`config.mk`:
```
export PLATFORM = sky130hd
export DESIGN_NAME = skolem_sweep_ctrl
export DESIGN_NICKNAME = d
export VERILOG_FILES = /design/src/rtl/skolem_sweep_ctrl.sv
export SDC_FILE = /design/constraint.sdc
export NUM_CORES = 1
export LEC_CHECK = 0
export ABC_CLOCK_PERIOD_IN_PS = 5950
export CAP_MARGIN = 10
export CORE_ASPECT_RATIO = 2
export CORE_UTILIZATION = 54
export DETAILED_ROUTE_END_ITERATION = 8
export PLACE_DENSITY = 0.95
export SLEW_MARGIN = 0
export SYNTH_ARGS = -nofsm -noshare
export SYNTH_HDL_FRONTEND = slang
export SYNTH_SLANG_ARGS = --single-unit
```
`constraint.sdc`:
```
create_clock -name clk -period 5.95 [get_ports clk]
set_input_delay 1.19 -clock clk [delete_from_list [all_inputs] [get_ports clk]]
set_output_delay 1.19 -clock clk [all_outputs]
set_load 0.02 [all_outputs]
```
`src/rtl/skolem_sweep_ctrl.sv`:
```
`default_nettype none
// ============================================================================
// Module   : skolem_sweep_ctrl
// Brief    : Exhaustive sweep controller that checks a candidate Skolem
//            function against a formula phi(x, y). For each universal
//            assignment x, the candidate value y = f(x) is tried first (CAND);
//            if phi fails, the opposite y is tried (ALT) to tell a
//            counterexample apart from an unrealizable assignment.
// Options  : `define SWEEP_STOP_ON_FAIL_EN to finish the sweep at the first
//            counterexample.
// Revision : 1.0 - initial release
// ============================================================================
module skolem_sweep_ctrl #(
   parameter int NX     = 8,
   parameter int SETTLE = 0
) (
   input  logic          clk,
   input  logic          rst,
   input  logic          start,
   output logic [NX-1:0] fsk_x,
   input  logic          fsk_y,
   output logic [NX-1:0] phi_x,
   output logic          phi_y,
   input  logic          phi_val,
   output logic          busy,
   output logic          done,
   output logic [NX:0]   fail_cnt,
   output logic [NX:0]   unreal_cnt,
   output logic [NX-1:0] first_fail
);

   localparam logic [1:0] S_IDLE = 2'd0;
   localparam logic [1:0] S_CAND = 2'd1;
   localparam logic [1:0] S_ALT  = 2'd2;
   localparam logic [1:0] S_DONE = 2'd3;

   // Last count of an evaluation phase; phases run SETTLE+1 cycles.
   localparam logic [3:0]  C_PHASE_LAST = 4'(SETTLE);
   // Counters never exceed the number of assignments, 2^NX.
   localparam logic [NX:0] C_CNT_MAX    = {1'b1, {NX{1'b0}}};

   logic [1:0]    r_state;
   logic [1:0]    w_next_state;
   logic [NX-1:0] r_x;
   logic          r_y_s;
   logic [3:0]    r_phase;
   logic [NX:0]   r_fail_cnt;
   logic [NX:0]   r_unreal_cnt;
   logic [NX-1:0] r_first_fail;

   logic w_in_phase;
   logic w_phase_end;
   logic w_x_last;
   logic w_start_ok;
   logic w_cand_pass;
   logic w_alt_end;
   logic w_cex;
   logic w_unreal;
   logic w_stop;
   logic w_advance;

   assign w_in_phase  = (r_state == S_CAND) || (r_state == S_ALT);
   assign w_phase_end = w_in_phase && (r_phase == C_PHASE_LAST);
   assign w_x_last    = &r_x;
   assign w_start_ok  = start && ((r_state == S_IDLE) || (r_state == S_DONE));
   assign w_cand_pass = (r_state == S_CAND) && w_phase_end && phi_val;
   assign w_alt_end   = (r_state == S_ALT) && w_phase_end;
   assign w_cex       = w_alt_end && phi_val;
   assign w_unreal    = w_alt_end && !phi_val;

`ifdef SWEEP_STOP_ON_FAIL_EN
   // A counterexample terminates the sweep immediately.
   assign w_stop = w_cex;
`else
   assign w_stop = 1'b0;
`endif

   // x moves on only when the assignment is resolved and the sweep continues.
   assign w_advance = (w_cand_pass || w_alt_end) && !w_x_last && !w_stop;

   assign fsk_x      = r_x;
   assign phi_x      = r_x;
   assign fail_cnt   = r_fail_cnt;
   assign unreal_cnt = r_unreal_cnt;
   assign first_fail = r_first_fail;

   // State register.
   always_ff @(posedge clk) begin
      if (rst) begin
         r_state <= S_IDLE;
      end else begin
         r_state <= w_next_state;
      end
   end

   // Next-state decision from phase completion and the sampled phi value.
   always_comb begin
      w_next_state = r_state;
      case (r_state)
         S_IDLE, S_DONE: begin
            if (start) begin
               w_next_state = S_CAND;
            end
         end
         S_CAND: begin
            if (w_phase_end) begin
               if (!phi_val) begin
                  w_next_state = S_ALT;
               end else if (w_x_last) begin
                  w_next_state = S_DONE;
               end
            end
         end
         S_ALT: begin
            if (w_phase_end) begin
               if (w_x_last || w_stop) begin
                  w_next_state = S_DONE;
               end else begin
                  w_next_state = S_CAND;
               end
            end
         end
         default: w_next_state = S_IDLE;
      endcase
   end

   // Moore outputs: status flags and the existential value shown to phi.
   always_comb begin
      busy  = 1'b0;
      done  = 1'b0;
      phi_y = 1'b0;
      case (r_state)
         S_CAND: begin
            busy  = 1'b1;
            phi_y = fsk_y;
         end
         S_ALT: begin
            busy  = 1'b1;
            phi_y = ~r_y_s;
         end
         S_DONE: done = 1'b1;
         default: ;
      endcase
   end

   // Sweep datapath: assignment, phase timer, captured candidate and results.
   always_ff @(posedge clk) begin
      if (rst) begin
         r_x          <= '0;
         r_y_s        <= 1'b0;
         r_phase      <= '0;
         r_fail_cnt   <= '0;
         r_unreal_cnt <= '0;
         r_first_fail <= '0;
      end else if (w_start_ok) begin
         r_x          <= '0;
         r_phase      <= '0;
         r_fail_cnt   <= '0;
         r_unreal_cnt <= '0;
         r_first_fail <= '0;
      end else begin
         if (r_state == S_CAND) begin
            r_y_s <= fsk_y;
         end
         if (w_in_phase && !w_phase_end) begin
            r_phase <= r_phase + 4'd1;
         end else begin
            r_phase <= '0;
         end
         if (w_cex) begin
            if (r_fail_cnt == '0) begin
               r_first_fail <= r_x;
            end
            if (r_fail_cnt != C_CNT_MAX) begin
               r_fail_cnt <= r_fail_cnt + (NX+1)'(1);
            end
         end
         if (w_unreal && (r_unreal_cnt != C_CNT_MAX)) begin
            r_unreal_cnt <= r_unreal_cnt + (NX+1)'(1);
         end
         if (w_advance) begin
            r_x <= r_x + NX'(1);
         end
      end
   end

endmodule
`default_nettype wire

```
* Yosys cells after proc, flatten, opt, wreduce, memory -nomap -nowiden *
Cells that the tools add are included.

word-level totals
  bits in registers = 41
  bits in latches = 0
  RAM bits = 0
  memory bits (read-only) = 0
  input bits = 5
  output and inout port bits = 45
  word-level logic and storage cells = 61
  memories kept = 0

operators by class
  $add $sub $neg = 4
  $mul = 0
  divide/modulo/power cells = 0
  order comparisons = 0
  equality and inequality tests = 9
  shifts and indexed selects = 0
  multiplexer cells = 10
  bitwise operators = 3
  reductions and logical operators = 28

operators by type and width
  cell                                                              number
  9-bit by 1-bit adder with 9-bit output (second input constant)    2
  9-bit != test (second input constant)                             2
  2-bit 2-to-1 mux                                                  6
  1-bit logical AND                                                 10
  9-bit logical NOT                                                 1
  8-bit by 1-bit adder with 8-bit output (second input constant)    1
  8-bit AND reduction                                               1
  2-bit != test (second input constant)                             3
  2-bit one-hot mux with 3 select lines                             1
  2-bit AND reduction                                               3
  2-bit OR reduction                                                3
  4-bit by 1-bit adder with 4-bit output (second input constant)    1
  2-bit == test (second input constant)                             2
  4-bit logical NOT                                                 1
  4-bit AND reduction                                               1
  1-bit logical NOT                                                 3
  1-bit logical OR                                                  3
  3-bit != test (second input constant)                             1
  1-bit NOT                                                         3
  3-bit OR reduction                                                1
  2-bit by 1-bit == test with 1-bit output (second input constant)  1
  2-bit logical NOT                                                 1
  1-bit 2-to-1 mux                                                  2
  1-bit one-hot mux with 2 select lines                             1

* Logic depth before layout (Yosys ltp) *
Gate-level depths: netlist (run 1).

  depth after elaboration = 7
  mapped depth = 8
  mapped depth without buffers = 6

* Worst setup path after synthesis (run 1) *
No wires, ideal clock.

  path kind = in2out
  from = in fsk_y
  to = out phi_y
  arrival time = 1593 ps
  required time = 4760 ps
  setup slack = 3167 ps
  stages on the path = 2
  path buffers = 0
  path through = nand2_1 a21oi_1

between the ends
  longest elaborated chain between the ends = 1

RTL lines
  element                                line  source
  from (decl)                            21    input logic fsk_y,
  1-bit one-hot mux with 2 select lines  132   case (r_state)
  to (decl)                              23    output logic phi_y,

Every way passes these cells.

* Worst setup path after layout (run 1) *
Ends and elaborated chain as after synthesis.

==> results of run 1 <==
cells in the final DEF, fill, tap and decap left out, types with 10 or more instances in the layout:
| cell type | count |
|---|---|
| inv_1 | 15 |
| xnor2_1 | 14 |
| o21ai_0 | 13 |
| nand3_1 | 18 |
| nand2_1 | 12 |
| clkdlybuf4s50_1 | 49 |
| a21oi_1 | 19 |
| ha_1 | 10 |
| dfxtp_1 | 41 |
| nor2_1 | 23 |
through the flow:
step / power [mW] / cell area [sq um]
4_1_cts: 0.6435 / 2716
3_3_place_gp: 0.4252 / 2613
3_5_place_dp: 0.4290 / 2613
5_1_grt: 0.6652 / 2716
2_1_floorplan: 0.4117 / 2175
6_report: 0.6427 / 2716
sequential cells by signal, summed over array words and instances (netlist names):
register and flops:
r_phase 4, fsk_x 8, first_fail 8, r_state 2
fail_cnt 9, unreal_cnt 9, r_y_s 1
how the worst max path moves through the flow:
stage / from / endpoint / cells after the start
after floorplan: fsk_y / phi_y / 2
after global placement: fsk_y / phi_y / 4
after detailed placement: fsk_y / phi_y / 4
after CTS: fsk_y / phi_y / 4
after global routing: fsk_y / phi_y / 4
final: fsk_y / phi_y / 4
per-layer routing:
metal / vias up / wire [um]
met5: - / 0
met4: 0 / 92
met3: 10 / 137
met2: 48 / 2764
met1: 947 / 1847
li1: 953 / -
cell families (layout without fill, tap and decap cells):
kind of cell	after synthesis	in the layout	synth area share (%)
and+or+nand+nor	96	96	25.95
AOI/OAI and AO/OA	48	48	13.87
DFF	41	41	37.74
buffers and inverters	33	71	7.940
xor gates and xnor gates	16	16	6.444
adders and majority gates	10	10	5.754
muxes	5	5	2.302
critical path, stage by stage:
cell	delay (ps)
clkdlybuf4s50_1	450
nand2_1	60
a21oi_1	140
clkdlybuf4s50_1	640
cells in the mapped netlist (all sizes together) (4+ instances only):
| cell | instances | area share [%] |
|---|---|---|
| clkbuf | 6 | 1.0 |
| o21ai | 13 | 3.0 |
| dfxtp | 41 | 38 |
| nor2 | 24 | 4.3 |
| nand3 | 18 | 4.1 |
| nand2b | 4 | 1.2 |
| inv | 15 | 2.6 |
| nor3 | 7 | 1.6 |
| xnor2 | 14 | 5.6 |
| nand2 | 12 | 2.1 |
| buf | 12 | 4.3 |
| nand4 | 9 | 2.6 |
| mux2i | 5 | 2.3 |
| a21oi | 19 | 4.4 |
| ha | 10 | 5.8 |
| nor4 | 7 | 4.0 |
| o31ai | 4 | 1.4 |
where the power goes:
| group | internal [mW] | switching (mW) |
|---|---|---|
| sequential | 0.280 | 0.00547 |
| combinational | 0.0471 | 0.0921 |
| clock | 0.122 | 0.0957 |
area by class of cell:
cell class	instances	area [sq um]	share of cell area (%)
Clock inverter	2	35.03	1.290
Inverter	15	56.30	2.073
Multi-Input combinational cell	175	1181	43.48
Sequential cell	41	820.8	30.22
Tap cell	51	63.81	2.349
Clock buffer	5	68.82	2.533
Timing Repair Buffer	49	490.5	18.06
==> flow_metrics.tcl, run 1 <==
set metrics [dict create \
    status "complete, no violations" \
    ir_worst_vdd_uv 265.1 \
    cp.arrival_ps 2480 \
    cts_setup_buffers 0 \
    skew_ps 8.739 \
    fp.dieH_um 91.75 \
    grt_use_met2_pct 44.79 \
    power.density_mw_per_mm2 236.6 \
    rsz0062_at_grt "no" \
    worstSkewPairLatency_ps 300 \
    numCtsBuffers 5 \
    min_path_type "flip-flop to flip-flop" \
    finalCoreUtilization_pct 70.67 \
    drt_pass1_iterations 4 \
    ys_ff_latch 41 \
    fin_ws_ps 2282 \
    n_fill_cell 327 \
    antenna_found_initial 0 \
    synth_enable_flop_cells 0 \
    port-buffer-count 49 \
    cp_max_fo 2 \
    synthCells 249 \
    gp_congestion 0.8706 \
    tightest_slew_ps 988.5 \
    core-area_sq_mm 0.003844 \
    finalMaxSlewViolations 0 \
    rows 32 \
    grt_max_degree 32 \
    finalSetupTns_ps 0 \
    drc 0 \
    synth_cell_types 44 \
    cts_tree "built" \
    area_delta_synth_final_pct 24.91 \
    grtUsageTotal_pct 24.86 \
    post-route-period-util_pct 61.65 \
    cts_resized 0 \
    grt_pass1_wl_mm 8.010 \
    drtAntennaViolNets 0 \
    setup_viol_count_final 0 \
    ys_seq_area_share_pct 37.74 \
    clk_pin_slew_ps 70 \
    dieArea_sq_mm 0.004300 \
    use_met1_pct 25.80 \
    ys_warn_count 0 \
    max_freq_mhz 272.6 \
    num_vias 1958 \
    end_kind "output port" \
    p_leak_nw 0.9151 \
    ys.flop_type "dfxtp_1" \
    grt-busiest-layer "met2" \
    ctsHoldBuffers 0 \
    dp_slack_ps 2273 \
    die_x_um 46.87 \
    required_ps 4760 \
    min_path_cells 1 \
    drive_gt1_share_pct 6.272 \
    dp_cells 331 \
    routedWlPerCell_um 14.33 \
    pin_count 50 \
    maxSlewHeadroom_pct 34.10 \
    min-delay-start "r_phase[0]$_SDFF_PP0_" \
    crit_type "primary input to output port" \
    netlist_area_sq_mm 0.002175 \
    avgSynthCellArea_sq_um 8.733 \
    cts.htree.levels 2 \
    wirelength_mm 4.842 \
    crit_path_start_kind "primary input" \
    fin_crit_ps 3668 \
    initial_core_util_pct 56.58 \
    drv_cap 0 \
    dp_hpwl_mm 3.526 \
    final_cells 338 \
    r2r_slack_ps 3180 \
    min_to "r_phase[0]$_SDFF_PP0_" \
    n_antenna_cell 0 \
    vias_per_cell 5.793 \
    root_buffer "clkbuf_8" \
    syn_nets 264 \
    use_met3_pct 4.134 \
    async_reset_ff_share_pct 0 \
    cts.path.max_buffers 2 \
    whs_ps 464.2 \
    drt_iter0_markers 32 \
    r2r_start "r_state[0]$_SDFFE_PP0P_" \
    cts_sinks 41 \
    grt_remaining_overflow 0 \
    r2r_end "first_fail[6]$_SDFFE_PP0P_" \
    hold_viol_final 0 \
    rr_worst_depth 6 \
    nets 302 \
    grt_pass1_vias 1871 \
]
Note: power is estimated with default switching activity, not from simulation.
==> run 2: changes to the inputs <==
--- a/config.mk
+++ b/config.mk
@@ -5,12 +5,12 @@
 export SDC_FILE = /design/constraint.sdc
 export NUM_CORES = 1
 export LEC_CHECK = 0
-export ABC_CLOCK_PERIOD_IN_PS = 5950
+export ABC_CLOCK_PERIOD_IN_PS = 3650
 export CAP_MARGIN = 10
 export CORE_ASPECT_RATIO = 2
-export CORE_UTILIZATION = 54
+export CORE_UTILIZATION = 50
 export DETAILED_ROUTE_END_ITERATION = 8
-export PLACE_DENSITY = 0.95
+export PLACE_DENSITY = 0.91
 export SLEW_MARGIN = 0
 export SYNTH_ARGS = -nofsm -noshare
 export SYNTH_HDL_FRONTEND = slang
==> constraint.sdc (replaced) <==
create_clock -name clk -period 3.65 [get_ports clk]
set_input_delay 0.73 -clock clk [delete_from_list [all_inputs] [get_ports clk]]
set_output_delay 0.73 -clock clk [all_outputs]
set_load 0.02 [all_outputs]
==> run 2 against run 1 <==
Power rose by 64%. Hold slack improved by 12 ps. Count of clock-buffer cells in the layout did not move. Setup slack got worse by 1400 ps. Register-to-register slack got worse by 2200 ps. Clock skew fell by 2.2 ps. Sequential share of layout area fell by 0.097 points. Critical path type unchanged. Critical endpoint unchanged. Largest cell class unchanged.
==> flow_metrics.tcl, run 2 (same netlist as run 1, synthesis figures left out) <==
set metrics [dict create \
    status "complete, no violations" \
    nets 303 \
    worstSkewPairLatency_ps 310 \
    whs_ps 476.6 \
    grt_pass1_vias 1784 \
    cts_tree "built" \
    dp_cells 333 \
    critPathTopFamily "buffers and inverters" \
    core-area_sq_mm 0.004129 \
    finalCoreUtilization_pct 66.00 \
    crit_chain "clkdlybuf4s50_1 -> nand2_1 -> a21oi_1 -> clkdlybuf4s50_1" \
    grt_remaining_overflow 0 \
    critPathSlowestCell "clkdlybuf4s50_1" \
    clk_pin_slew_ps 80 \
    cts_setup_buffers 0 \
    fin_ws_ps 930.6 \
    cp_num_buf_inv 2 \
    dp_slack_ps 923.2 \
    pin_count 50 \
    crit_path_start_kind "primary input" \
    required_ps 2920 \
    fp.dieH_um 95.27 \
    drc 0 \
    n_fill_cell 336 \
    maxSlewHeadroom_pct 51.82 \
    post-route-period-util_pct 74.50 \
    skew_ps 6.522 \
    p_leak_nw 0.9197 \
    max_stage_delay_ps 610 \
    max_freq_mhz 367.7 \
    ctsHoldBuffers 0 \
    multi_input_area_sq_mm 0.001181 \
    regArea_sq_um 820.8 \
    cts_resized 0 \
    end_kind "output port" \
    drt_iter0_markers 44 \
    final_cells 340 \
    finalMaxSlewViolations 0 \
    drtAntennaViolNets 0 \
    gp_congestion 0.8386 \
    drv_cap 0 \
    grtUsageTotal_pct 22.30 \
    numCtsBuffers 5 \
    cts.path.max_buffers 2 \
    rsz0062_at_grt "no" \
    cts.htree.levels 2 \
    num_vias 1954 \
    ir_worst_vdd_uv 482.8 \
    hold_viol_final 0 \
    wirelength_mm 4.694 \
    port-buffer-count 49 \
    tightest_slew_ps 716.0 \
    initial_core_util_pct 52.67 \
    final_common_cell "clkdlybuf4s50_1" \
    cp.arrival_ps 1990 \
    dieArea_sq_mm 0.004633 \
    routedWlPerCell_um 13.81 \
    finalSetupTns_ps 0 \
    antenna_found_initial 0 \
    grt_pass1_wl_mm 7.900 \
    area_delta_synth_final_pct 25.32 \
    min_path_cells 2 \
    crit_type "primary input to output port" \
    n_antenna_cell 0 \
    rows 33 \
    die_x_um 48.63 \
    cts_sinks 41 \
    min_path_type "flip-flop to flip-flop" \
    root_buffer "clkbuf_8" \
    dp_hpwl_mm 3.496 \
    drt_pass1_iterations 4 \
    rr_worst_depth 6 \
    drive_gt1_share_pct 6.597 \
    power.density_mw_per_mm2 386.4 \
    mostFrequentLayoutCells "clkdlybuf4s50_1 (49), dfxtp_1 (41), nor2_1 (23)" \
    fin_crit_ps 2719 \
    grt_max_degree 20 \
    r2r_slack_ps 960 \
    crit_path_frequent_cell "clkdlybuf4s50_1" \
    cp_max_fo 2 \
    vias_per_cell 5.747 \
    cp.depth 4 \
    setup_viol_count_final 0 \
]
[run 2: cell types whose count changed in the layout (fill, tap and decap cells not counted), sizes merged]
cell	change
buf	+1
[run 2: worst paths after layout]
check                                                  end                       start
worst max-delay path                                 phi_y                       fsk_y
worst min-delay path            first_fail[6]$_SDFFE_PP0P_  first_fail[6]$_SDFFE_PP0P_
worst max register to register  first_fail[3]$_SDFFE_PP0P_     r_state[0]$_SDFFE_PP0P_
worst min register to register  first_fail[6]$_SDFFE_PP0P_  first_fail[6]$_SDFFE_PP0P_
[run 2: cell type report]
| cell class | instances | share of cell area (%) |
|---|---|---|
| timing repair buffer | 50 | 18.27 |
| clock inverter | 2 | 1.286 |
| multi-input combinational | 175 | 43.34 |
| inverter | 15 | 2.066 |
| tap | 52 | 2.388 |
| sequential | 41 | 30.12 |
| clock buffer | 5 | 2.525 |
[run 2: report_power, final]
group | total (mW) | leakage, nW | switching [mW] | internal [mW]
Clock | 0.360 | 0.0540 | 0.161 | 0.199
Sequential | 0.466 | 0.331 | 0.00896 | 0.457
Combinational | 0.227 | 0.535 | 0.148 | 0.0791
[run 2: stage by stage]
| step | instance area [sq um] | total power, mW |
|---|---|---|
| 2_1_floorplan | 2175 | 0.6711 |
| 3_3_place_gp | 2621 | 0.6958 |
| 3_5_place_dp | 2621 | 0.7028 |
| 4_1_cts | 2725 | 1.058 |
| 5_1_grt | 2725 | 1.102 |
| 6_report | 2725 | 1.053 |
[run 2: tightest hold or removal path, delay by kind of cell, from the launching register on]
kind / cells / cell delay (ps)
DFF: 1 / 320
muxes: 1 / 60
and+or+nand+nor: 1 / 50
[run 2: metal layers]
layer  GRT usage [%]  up-vias  routed length (um)
met5               0        -                   0
met4           14.22        0                 157
met3           5.104       15                 187
met2           41.90       67                2595
met1           21.33      911                1753
li1                -      961                   -
==> run 3: changes to the inputs <==
--- a/config.mk
+++ b/config.mk
@@ -5,12 +5,12 @@
 export SDC_FILE = /design/constraint.sdc
 export NUM_CORES = 1
 export LEC_CHECK = 0
-export ABC_CLOCK_PERIOD_IN_PS = 3650
+export ABC_CLOCK_PERIOD_IN_PS = 2300
 export CAP_MARGIN = 10
 export CORE_ASPECT_RATIO = 2
-export CORE_UTILIZATION = 50
+export CORE_UTILIZATION = 45
 export DETAILED_ROUTE_END_ITERATION = 8
-export PLACE_DENSITY = 0.91
+export PLACE_DENSITY = 0.87
 export SLEW_MARGIN = 0
 export SYNTH_ARGS = -nofsm -noshare
 export SYNTH_HDL_FRONTEND = slang
==> constraint.sdc (replaced) <==
create_clock -name clk -period 2.3 [get_ports clk]
set_input_delay 0.46 -clock clk [delete_from_list [all_inputs] [get_ports clk]]
set_output_delay 0.46 -clock clk [all_outputs]
set_load 0.02 [all_outputs]
==> run 3 against run 2 <==
Cell area is 3.9% higher. Core utilization is 5.0 points lower. Critical path depth is 4 higher. Register-to-register slack worse by 850 ps. Die area is 11% higher. Cell count is 5.3% higher. Via count is 2.8% higher. Sequential share of layout area is 1.1 points lower. Clock skew is 4.0 ps higher. Flip-flop and latch count stayed put. First-iteration DRC count is 39% lower. Non-clock buffer count is 14 higher. Highest routed layer unchanged.
==> flow_metrics.tcl, run 3 (same netlist as run 1, synthesis figures left out) <==
set metrics [dict create \
    min_path_cells 2 \
    r2r_slack_ps 110 \
    cp_max_fo 7 \
    crit_type "flip-flop to flip-flop" \
    dp_cells 349 \
    nets 317 \
    grt_pass1_wl_mm 8.466 \
    root_buffer "clkbuf_8" \
    area_delta_synth_final_pct 30.15 \
    fin_ws_ps 114.2 \
    finalMaxSlewViolations 0 \
    ir_worst_vdd_uv 503.8 \
    power.total_mw 1.683 \
    final_cells 358 \
    port-buffer-count 49 \
    min_path_type "flip-flop to flip-flop" \
    critPathTopFamily "simple AND/OR/NAND/NOR gates" \
    crit_chain "inv_1 -> ha_1 -> buf_4 -> nor4b_4 -> buf_4 -> nand3_1 -> or4_1 -> a21oi_1" \
    clk_pin_slew_ps 90 \
    r2r_end "fail_cnt[2]$_SDFFE_PP0P_" \
    power.density_mw_per_mm2 594.5 \
    cts.path.max_buffers 2 \
    cp_num_buf_inv 3 \
    highest_layer "met4" \
    wirelength_mm 4.853 \
    drt-met1-wl_mm 1.838 \
    drive_gt1_share_pct 12.21 \
    grt_remaining_overflow 0 \
    fp.dieH_um 100.3 \
    grt_pass1_vias 1943 \
    end_kind "flip-flop" \
    crit_path_frequent_cell "buf_4" \
    gp_congestion 0.8476 \
    grt_max_degree 17 \
    max_stage_delay_ps 480 \
    whs_ps 464.8 \
    dp_slack_ps 51.65 \
    dp_hpwl_mm 3.711 \
    cp.arrival_ps 2420 \
    rows 35 \
    max_freq_mhz 457.5 \
    post-route-period-util_pct 95.04 \
    cts_sinks 41 \
    cts.htree.levels 2 \
    wl_met3_um 131 \
    pin_count 50 \
    wl_met2_mm 2.765 \
    min_to "first_fail[6]$_SDFFE_PP0P_" \
    antenna_found_initial 0 \
    p_leak_nw 0.9863 \
    final_common_cell "clkdlybuf4s50_1" \
    maxSlewHeadroom_pct 64.20 \
    drv_cap 0 \
    rr_worst_depth 8 \
    required_ps 2530 \
    crit_path_start_kind "flip-flop" \
    hold_viol_final 0 \
    finalSetupTns_ps 0 \
    r2r_start "r_state[0]$_SDFFE_PP0P_" \
    setup_viol_count_final 0 \
    num_vias 2009 \
    dieArea_sq_mm 0.005131 \
    fin_crit_ps 2186 \
    initial_core_util_pct 46.85 \
    vias_per_cell 5.612 \
    drt_iter0_markers 27 \
    cts_tree "built" \
    drt_pass1_iterations 4 \
    core-area_sq_mm 0.004642 \
    grtUsageTotal_pct 21.21 \
    status "complete, no violations" \
    critPathSlowestCell "or4_1" \
    min-delay-start "first_fail[6]$_SDFFE_PP0P_" \
    n_antenna_cell 0 \
    drtAntennaViolNets 0 \
    drc 0 \
    tightest_slew_ps 532.1 \
    die_x_um 51.16 \
    routedWlPerCell_um 13.56 \
    numCtsBuffers 5 \
    mostFrequentLayoutCells "clkdlybuf4s50_1 (47), dfxtp_1 (40), nor2_1 (23)" \
    worstSkewPairLatency_ps 300 \
    skew_ps 10.51 \
]
-- run 3: through the flow --
step	area, sq um	utilization [%]
final	2830	60.97
after global routing	2830	60.97
after CTS	2814	60.62
after detailed placement	2723	58.65
after global placement	2723	58.65
after floorplan	2175	-
-- run 3: repair_timing --
item / CTS / global route
setup buffers: 0 / 1
setup endpoints to repair: 2 / 19
pin swaps: 0 / 2
hold buffers: 0 / 0
resized for setup: 2 / 3
-- run 3: report_power, final --
| group | switching (mW) | internal, mW |
|---|---|---|
| combinational | 0.259 | 0.192 |
| sequential | 0.0113 | 0.727 |
| clock | 0.275 | 0.219 |
| total | 0.545 | 1.14 |
-- run 3: worst max path at each step --
stage / end / start / slack, ps / cells past startpoint
detailed placement: unreal_cnt[2]$_SDFFE_PP0P_ / r_state[0]$_SDFFE_PP0P_ / 50 / 6
floorplan: unreal_cnt[2]$_SDFFE_PP0P_ / r_state[0]$_SDFFE_PP0P_ / 90 / 7
global route: fail_cnt[2]$_SDFFE_PP0P_ / r_state[0]$_SDFFE_PP0P_ / -9 / 8
global placement: unreal_cnt[2]$_SDFFE_PP0P_ / r_state[0]$_SDFFE_PP0P_ / 120 / 6
finish: fail_cnt[2]$_SDFFE_PP0P_ / r_state[0]$_SDFFE_PP0P_ / 110 / 8
CTS: unreal_cnt[2]$_SDFFE_PP0P_ / r_state[0]$_SDFFE_PP0P_ / 30 / 6
-- run 3: layer usage --
layer | vias up | global-route usage, %
met3 | 14 | 3.788
met2 | 47 | 38.46
met1 | 967 | 22.14
li1 | 981 | -
met4 | 0 | 11.32
met5 | - | 0
-- run 3: worst reg2reg max path, cell delays in order (launching register included) --
cell and delay [ps]:
dfxtp_2 340, inv_1 50, ha_1 310, buf_4 170, nor4b_4 350, buf_4 180
nand3_1 90, or4_1 480, a21oi_1 150
-- run 3: area by class of cell --
| cell class | count | area (sq um) |
|---|---|---|
| Clock buffer | 5 | 68.82 |
| Sequential cell | 41 | 822.0 |
| Inverter | 15 | 56.30 |
| Multi-Input combinational cell | 175 | 1189 |
| Timing Repair Buffer | 64 | 600.6 |
| Tap cell | 55 | 68.82 |
| Clock inverter | 3 | 25.02 |
| Fill cell | 410 | 1812 |
